## src/rtl/addsub_pkg.sv

```systemverilog
// addsub_pkg: shared definitions for the pipelined adder/subtractor.
//   clog2     - ceiling log2 for constant expressions
//   calc_wm   - full-precision width, one bit wider than the widest operand
//   ADD / SUB - encodings of the per-sample in_sub select
package addsub_pkg;

  localparam logic ADD = 1'b0;
  localparam logic SUB = 1'b1;

  function automatic int clog2(input int value);
    int r;
    int v;
    r = 0;
    v = value - 1;
    while (v > 0) begin
      r = r + 1;
      v = v >> 1;
    end
    return r;
  endfunction

  // One guard bit above the widest operand keeps a+b and a-b exact,
  // including a - (most negative b).
  function automatic int calc_wm(input int wl_a, input int wl_b);
    return ((wl_a > wl_b) ? wl_a : wl_b) + 1;
  endfunction

endpackage

```

## src/rtl/addsub_reduce.sv

```systemverilog
// addsub_reduce: combinational reduction of a WM-bit signed value to WL_OUT bits.
//   full - full-precision two's complement input (WM bits)
//   out  - reduced result (WL_OUT bits): sign-extended, saturated or wrapped
//   ovf  - full did not fit in WL_OUT bits
module addsub_reduce
  import addsub_pkg::*;
#(
  parameter int WM     = 17,
  parameter int WL_OUT = 17,
  parameter bit SAT    = 1'b1
) (
  input  logic [WM-1:0]     full,
  output logic [WL_OUT-1:0] out,
  output logic              ovf
);

  if (WL_OUT > WM) begin : g_extend
    assign out = {{(WL_OUT-WM){full[WM-1]}}, full};
    assign ovf = 1'b0;
  end else if (WL_OUT == WM) begin : g_equal
    assign out = full;
    assign ovf = 1'b0;
  end else begin : g_narrow
    // The value fits exactly when every bit from the MSB down to the
    // output sign position carries the same value.
    localparam int TOP = WM - WL_OUT + 1;
    logic [TOP-1:0] top_bits;
    logic           fits;

    assign top_bits = full[WM-1:WL_OUT-1];
    assign fits     = (&top_bits) | ~(|top_bits);
    assign ovf      = ~fits;

    if (SAT) begin : g_sat
      assign out = fits        ? full[WL_OUT-1:0] :
                   full[WM-1]  ? {1'b1, {(WL_OUT-1){1'b0}}} :
                                 {1'b0, {(WL_OUT-1){1'b1}}};
    end else begin : g_wrap
      assign out = full[WL_OUT-1:0];
    end
  end

endmodule

```

## src/rtl/addsub_pipe.sv

```systemverilog
// addsub_pipe: pipelined signed adder/subtractor with valid/ready handshake.
//   clock, resetn         - rising-edge clock, synchronous active-low reset
//   in_valid / in_ready   - input handshake; in_ready = !out_valid | out_ready
//   in_a, in_b, in_sub    - signed operands and select (0: a+b, 1: a-b)
//   out_valid / out_ready - output handshake
//   out, out_ovf          - reduced result and overflow flag
// Latency is STAGES cycles; the whole pipeline advances as one unit.
module addsub_pipe
  import addsub_pkg::*;
#(
  parameter int WL_A   = 16,
  parameter int WL_B   = 16,
  parameter int WL_OUT = 17,
  parameter int STAGES = 2,
  parameter bit SAT    = 1'b1
) (
  input  logic              clock,
  input  logic              resetn,
  input  logic              in_valid,
  output logic              in_ready,
  input  logic [WL_A-1:0]   in_a,
  input  logic [WL_B-1:0]   in_b,
  input  logic              in_sub,
  output logic              out_valid,
  input  logic              out_ready,
  output logic [WL_OUT-1:0] out,
  output logic              out_ovf
);

  localparam int WM = calc_wm(WL_A, WL_B);

  if (WL_OUT < 2 || STAGES < 1 || STAGES > 4 ||
      WL_A < 2 || WL_A > 32 || WL_B < 2 || WL_B > 32) begin : g_bad_params
    $error("addsub_pipe: illegal parameters WL_A=%0d WL_B=%0d WL_OUT=%0d STAGES=%0d",
           WL_A, WL_B, WL_OUT, STAGES);
  end

  // A stalled output freezes every stage, so a single enable serves the chain.
  logic adv;
  assign adv      = !out_valid || out_ready;
  assign in_ready = adv;

  // Operands feeding the adder: raw inputs for a single stage, else stage 1.
  logic [WL_A-1:0]   op_a;
  logic [WL_B-1:0]   op_b;
  logic              op_sub;
  logic [WM-1:0]     a_ext;
  logic [WM-1:0]     b_ext;
  logic [WM-1:0]     full;
  logic [WL_OUT-1:0] red_out;
  logic              red_ovf;

  assign a_ext = {{(WM-WL_A){op_a[WL_A-1]}}, op_a};
  assign b_ext = {{(WM-WL_B){op_b[WL_B-1]}}, op_b};
  assign full  = (op_sub == SUB) ? (a_ext - b_ext) : (a_ext + b_ext);

  addsub_reduce #(
    .WM     (WM),
    .WL_OUT (WL_OUT),
    .SAT    (SAT)
  ) u_reduce (
    .full (full),
    .out  (red_out),
    .ovf  (red_ovf)
  );

  if (STAGES == 1) begin : g_one
    logic              v_q;
    logic [WL_OUT-1:0] d_q;
    logic              o_q;

    assign op_a   = in_a;
    assign op_b   = in_b;
    assign op_sub = in_sub;

    // NOTE: data registers are reset along with the valid bits because out
    // and out_ovf must read 0 right after reset, not just be flagged invalid.
    always_ff @(posedge clock) begin
      if (!resetn) begin
        v_q <= 1'b0;
        d_q <= '0;
        o_q <= 1'b0;
      end else if (adv) begin
        v_q <= in_valid;
        d_q <= red_out;
        o_q <= red_ovf;
      end
    end

    assign out_valid = v_q;
    assign out       = d_q;
    assign out_ovf   = o_q;
  end else begin : g_multi
    // Stage 1 holds operands; stages 2..STAGES hold the reduced result.
    logic [WL_A-1:0]   a_q;
    logic [WL_B-1:0]   b_q;
    logic              sub_q;
    logic              v1_q;
    logic [WL_OUT-1:0] d_q [STAGES-1];
    logic [STAGES-2:0] o_q;
    logic [STAGES-2:0] v_q;

    assign op_a   = a_q;
    assign op_b   = b_q;
    assign op_sub = sub_q;

    // NOTE: non-blocking assignments let every stage sample its predecessor's
    // old value at the same edge, which is what makes this a shift chain.
    always_ff @(posedge clock) begin
      if (!resetn) begin
        a_q   <= '0;
        b_q   <= '0;
        sub_q <= 1'b0;
        v1_q  <= 1'b0;
        o_q   <= '0;
        v_q   <= '0;
        for (int i = 0; i < STAGES-1; i++) d_q[i] <= '0;
      end else if (adv) begin
        a_q    <= in_a;
        b_q    <= in_b;
        sub_q  <= in_sub;
        v1_q   <= in_valid;
        d_q[0] <= red_out;
        o_q[0] <= red_ovf;
        v_q[0] <= v1_q;
        for (int i = 1; i < STAGES-1; i++) begin
          d_q[i] <= d_q[i-1];
          o_q[i] <= o_q[i-1];
          v_q[i] <= v_q[i-1];
        end
      end
    end

    assign out_valid = v_q[STAGES-2];
    assign out       = d_q[STAGES-2];
    assign out_ovf   = o_q[STAGES-2];
  end

endmodule

```

## config.mk

```make
export PLATFORM = sky130hd
export DESIGN_NAME = addsub_pipe
export DESIGN_NICKNAME = d
export VERILOG_FILES = /design/src/rtl/addsub_pkg.sv /design/src/rtl/addsub_reduce.sv /design/src/rtl/addsub_pipe.sv
export SDC_FILE = /design/constraint.sdc
export NUM_CORES = 1
export LEC_CHECK = 0
export CELL_PAD_IN_SITES_DETAIL_PLACEMENT = 1
export CELL_PAD_IN_SITES_GLOBAL_PLACEMENT = 1
export CORE_ASPECT_RATIO = 1.2
export CORE_MARGIN = 2
export CORE_UTILIZATION = 39
export DETAILED_ROUTE_END_ITERATION = 7
export PLACE_DENSITY = 0.9
export SLEW_MARGIN = 20
export SYNTH_ARGS = -nofsm -noshare
export SYNTH_HDL_FRONTEND = slang
export SYNTH_SLANG_ARGS = --single-unit
```

## constraint.sdc

```tcl
create_clock -name clock -period 3.25 [get_ports clock]
set_clock_uncertainty 0.1 [all_clocks]
set_input_delay 0.65 -clock clock [delete_from_list [all_inputs] [get_ports clock]]
set_output_delay 0.65 -clock clock [all_outputs]
set_load 0.02 [all_outputs]
```

Yosys cells after proc, flatten, opt, wreduce, memory -nomap -nowiden
Memory sizes are Yosys's and may differ from the RTL's.
Index checks and enable logic that the tools add are counted.
- register bits: 35
- latch bits: 0
- memory bits (writable): 17
- bits in read-only memories: 0
- output and inout bits: 20
- memories kept: 1
- memories (memory ; words ; bits a word ; rd ports ; clocked after Yosys merged registers in ; write ports ; RTL line ; RTL):
    g_multi.d_q ; 1 ; 17 ; 1 ; 0 ; 1 ; addsub_pipe.sv:99 ; logic [WL_OUT-1:0] d_q [STAGES-1];
- add/sub/neg operators: 2
- $mul: 0
- div/mod/pow operators: 0
- magnitude comparators: 0
- eq/ne operators: 0
- shifts and indexed selects: 0
- muxes and demuxes: 7
- bitwise operators: 0
- reductions and logical operators: 3
- operator list (kind ; count):
    $mux W17 ; 2
    $add A16 B16 Y17 ; 1
    $reduce_or A17 Y1 ; 1
    $sub A16 B16 Y17 ; 1
    $mux W1 ; 5
    $logic_not A1 Y1 ; 1
    $logic_or A1 B1 Y1 ; 1

Longest topological paths before layout
- word-level depth: 7
- gate-level depth with buffers: 14
- depth with buffers taken out: 12

Hierarchy
Synthesis repeated with hierarchy kept, for this count alone.
- cell total of the unflattened synthesis: 374
- area total of the unflattened synthesis: 3225.6 µm²
- modules (own cells, without submodules) (module ; instances ; cells an instance ; area an instance (µm²) ; seq. area each (µm²)):
    addsub_pipe ; 1 ; 355 ; 3086.7 ; 1231.2
    addsub_reduce ; 1 ; 19 ; 138.9 ; 0.0

Least setup slack after synthesis
OpenSTA, ideal clock, no wires.
- kind: register to register
- start point: register g_multi.b_q[6]
- end point: memory g_multi.d_q[0][16], data pin
- setup time: 0.260 ns
- arrival time: 2.545 ns
- path slack: 0.346 ns
- stages on the path, launching flop included: 14
- path buffers: 1
- cells stage by stage: dfxtp_1 -> nor4_4 -> a21oi_1 -> nor2_1 -> o21ai_0 -> xnor2_1 -> ha_1 -> clkbuf_1 -> a21oi_1 -> nor2_1 -> a2111oi_0 -> a21oi_1 -> xnor2_1 -> nor2_1
- word-level cells in the longest chain between the ends: 3
- elaborated cells between the ends (all ways): 4
- those cells by class: 2 x add/sub; 2 x mux
- RTL lines (item ; RTL line ; RTL):
    start, declared ; addsub_pipe.sv:96 ; logic [WL_B-1:0] b_q;
    start signal, assigned ; addsub_pipe.sv:120 ; b_q <= in_b;
    $add A16 B16 Y17 / $sub A16 B16 Y17 (equally long branches) ; addsub_pipe.sv:55 ; assign full = (op_sub == SUB) ? (a_ext - b_ext) : (a_ext + b_ext);
    $mux W17 (*) ; addsub_pipe.sv:55 ;
    $mux W17 (no line) (*) ; - ;
    end, declared ; addsub_pipe.sv:99 ;
Every way passes the cells marked *; elsewhere a longest branch is shown, timed or not.

Worst setup path in the final report
- start point: register g_multi.b_q[0]
- end point: memory g_multi.d_q[0][11], data pin
The elaborated chain is that of the path after synthesis.

==> results.cfg <==
[setup_path]
cpLargestDelayFamily = compound AO/OA/AOI/OAI gates
startpoint_type = flop
slowest_delay_ns = 0.38
regToRegStartpoint = g_multi.b_q[0]
cp.depth = 12
crit_path_frequent_cell = ha_1
path_buf_inv = 1
arrival_ns = 2.99
reg2reg_depth = 12
setup.worst_path.start = g_multi.b_q[0]
required_ns = 3.22
cp_slowest_cell = dfxtp_2
r2r_end = g_multi.d_q[0][11]
cp_max_fo = 6
critPathKind = reg2reg
path_cells = inv_1, ha_1, and3b_1, a21oi_1, xnor2_1, ha_1, a21o_1, a31oi_2, o21ai_0, a41oi_2, xor2_1, nor2_1
r2r_setup_slack_ns = 0.23
cp-end-kind = flop

[hold_path]
hp-start = g_multi.a_q[0]
hold_class = reg2reg
min_path_cells = 2
holdPathEnd = g_multi.a_q[0]

[sta]
fmax_ghz = 0.3308
setup_viol = 0
hold_slack_ns = 0.3797
period_needed_ns = 3.023
maxSlewHeadroom_pct = 55.95
timing_hold_violations_final = 0
min_period_over_period_pct = 93.00
max_slew.worst_pin.slew_ns = 0.6592
setup_tns_ns = 0
report.final.slew_viol_count = 0

[drt]
post_drt_wl_per_cell_um = 15.51
vias = 2635
vias_per_cell = 5.334
drc = 0
final_antenna_net_count = 0
first_pass_iters = 4
totalWireLength_um = 7664
drt-initial-drc-count = 92

[synth]
synth_edf_count = 17
ys_seq_area_share_pct = 39.54
synth_cell_types = 50
synth_nets = 407
synth_area_per_cell_sq_um = 8.702
synth_area_sq_mm = 0.003063
ys.flop_type = dfxtp_1
yosys_warnings = 0
ys_seq_elements = 52
synthArstFlopShare_pct = 0
syn-instance-count = 352

[finish]
final_layout_size_suffix_gt1_share_pct = 8.209
fill_cells = 885
antennaDiodeCount = 0
fin_area_sq_mm = 0.003825
final_util_pct = 49.91
area_growth_pct = 24.88
nets = 456

[power_and_ir_drop]
p_total_uw = 1821
power.density_mw_per_mm2 = 476.2
vdd_drop_max_uv = 251.5
p_leak_uw = 0.001541

[floorplan]
core_sq_mm = 0.007664
io-pin-count = 57
fp.dieW_um = 84.90
start_util_pct = 39.97
die_h_um = 101.1
dieArea_sq_mm = 0.008582
num_rows = 35

[global_routing]
antenna_found_initial = 0
grt.overflow.total = 0
grt_pass1_vias = 2710
grt_max_degree = 39
grt_pass1_wl_um = 12880
grt_use_total_pct = 18.71

[clock_tree]
cts_root_buf = clkbuf_8
cts_buffers = 5
ctsHtreeMaxLevel = 2
cts_sinks = 52
cts_tree = done
clockBufferDepth = 2
clock_latency_ns = 0.30
clkTransAtPathRegs_ns = 0.09

[status]
outcome = finished, final reports clean

[place]
placed_area_sq_mm = 0.003694
place_hpwl_um = 5941
portBuffers = 55
gp_congestion = 0.8535

[run]
maxCapViolCount = 0
==> sequential cells by signal, indices dropped and copies added (netlist names) <==
signal / count
g_multi.d_q: 17
g_multi.sub_q: 1
g_multi.v1_q: 1
g_multi.b_q: 16
g_multi.a_q: 16
out_valid: 1
==> cell usage in the layout (no fill, tap or decap), drive strengths merged, types with 4 or more instances in the layout <==
cell,Yosys,layout
buf,6,8
nand2,77,77
xnor2,20,20
clkbuf,15,8
inv,5,5
a31oi,6,6
a21o,8,8
a21boi,34,34
dfxtp,35,35
and3,4,4
nand4,4,4
a21oi,18,18
a41oi,4,4
edfxtp,17,17
nor2,31,31
ha,17,17
o21ai,9,9
xor2,7,7
clkdlybuf4s50,0,55
==> synthesized netlist by cell type (all sizes together), types with 2 or more instances <==
| cell | instances | area (sq um) |
|---|---|---|
| nor4 | 2 | 27.53 |
| nor3b | 3 | 22.52 |
| ha | 17 | 212.7 |
| nand3 | 3 | 15.01 |
| buf | 6 | 32.53 |
| a41oi | 4 | 42.55 |
| a21oi | 18 | 90.09 |
| a21o | 8 | 60.06 |
| o21ai | 9 | 52.55 |
| clkbuf | 15 | 57.55 |
| mux2i | 2 | 20.02 |
| xnor2 | 20 | 175.2 |
| a31oi | 6 | 37.54 |
| nand4 | 4 | 31.28 |
| nor3 | 3 | 26.28 |
| edfxtp | 17 | 510.5 |
| nor2b | 2 | 12.51 |
| inv | 5 | 18.77 |
| a21boi | 34 | 255.2 |
| o21a | 2 | 15.01 |
| nand2 | 77 | 289.0 |
| nor2 | 31 | 116.4 |
| xor2 | 7 | 61.31 |
| nand2b | 2 | 12.51 |
| and3 | 4 | 25.02 |
| dfxtp | 35 | 700.7 |
==> area by class of cell <==
class                   count  area [sq um]  area share, %
multi-input cells         274          1777          46.45
inverters                   5         18.77         0.4907
well taps                  92         115.1          3.009
repair buffers             63         610.6          15.96
flip-flops and latches     52          1214          31.73
clock buffers               8         90.09          2.355
==> how the worst max path moves through the flow <==
stage	slack, ns	to
floorplan	0.35	g_multi.d_q[0][16]
global placement	0.22	g_multi.d_q[0][16]
detailed placement	0.05	g_multi.d_q[0][16]
CTS	0.03	g_multi.d_q[0][16]
global route	-0.007	g_multi.d_q[0][11]
finish	0.23	g_multi.d_q[0][11]
==> stage by stage <==
| step | worst slack [ns] | cells |
|---|---|---|
| floorplan | 0.3458 | 352 |
| global placement | 0.2209 | 485 |
| detailed placement | 0.04542 | 485 |
| CTS | 0.02609 | 494 |
| global route | -0.007020 | 494 |
| finish | 0.2274 | 494 |
==> tightest hold or removal path, cell delays in order (launching register included) <==
cell and delay (ns):
dfxtp_1 0.32, nand2_1 0.05, a21boi_0 0.06
==> power by group <==
group          internal (uW)  switching [uW]
clock                    174             199
combinational            304             346
sequential               753            44.8
==> routing by layer <==
layer	vias up	routed length (um)	track usage [%]
met5	-	0	0
met4	0	197	6.838
met3	13	198	2.293
met2	52	4049	35.19
met1	1253	3218	21.58
li1	1317	-	-
==> cell families after synthesis <==
kind of cell	count (synthesis)	share of synthesized area, %
AOI/OAI and AO/OA	92	21.24
and+or+nand+nor	134	19.57
other	1	0.1224
DFF	52	39.54
xor gates and xnor gates	27	7.721
adders and majority gates	18	7.598
muxes	2	0.6536
buffers and inverters	26	3.554
==> timing repair <==
action                     4_1_cts  5_1_grt
resized for setup                0       10
pin swaps                        1        1
hold buffers                     0        0
setup buffers                    1        0
gates cloned                     0        0
setup endpoints to repair        1        5
(Power assumes the default switching activity.)
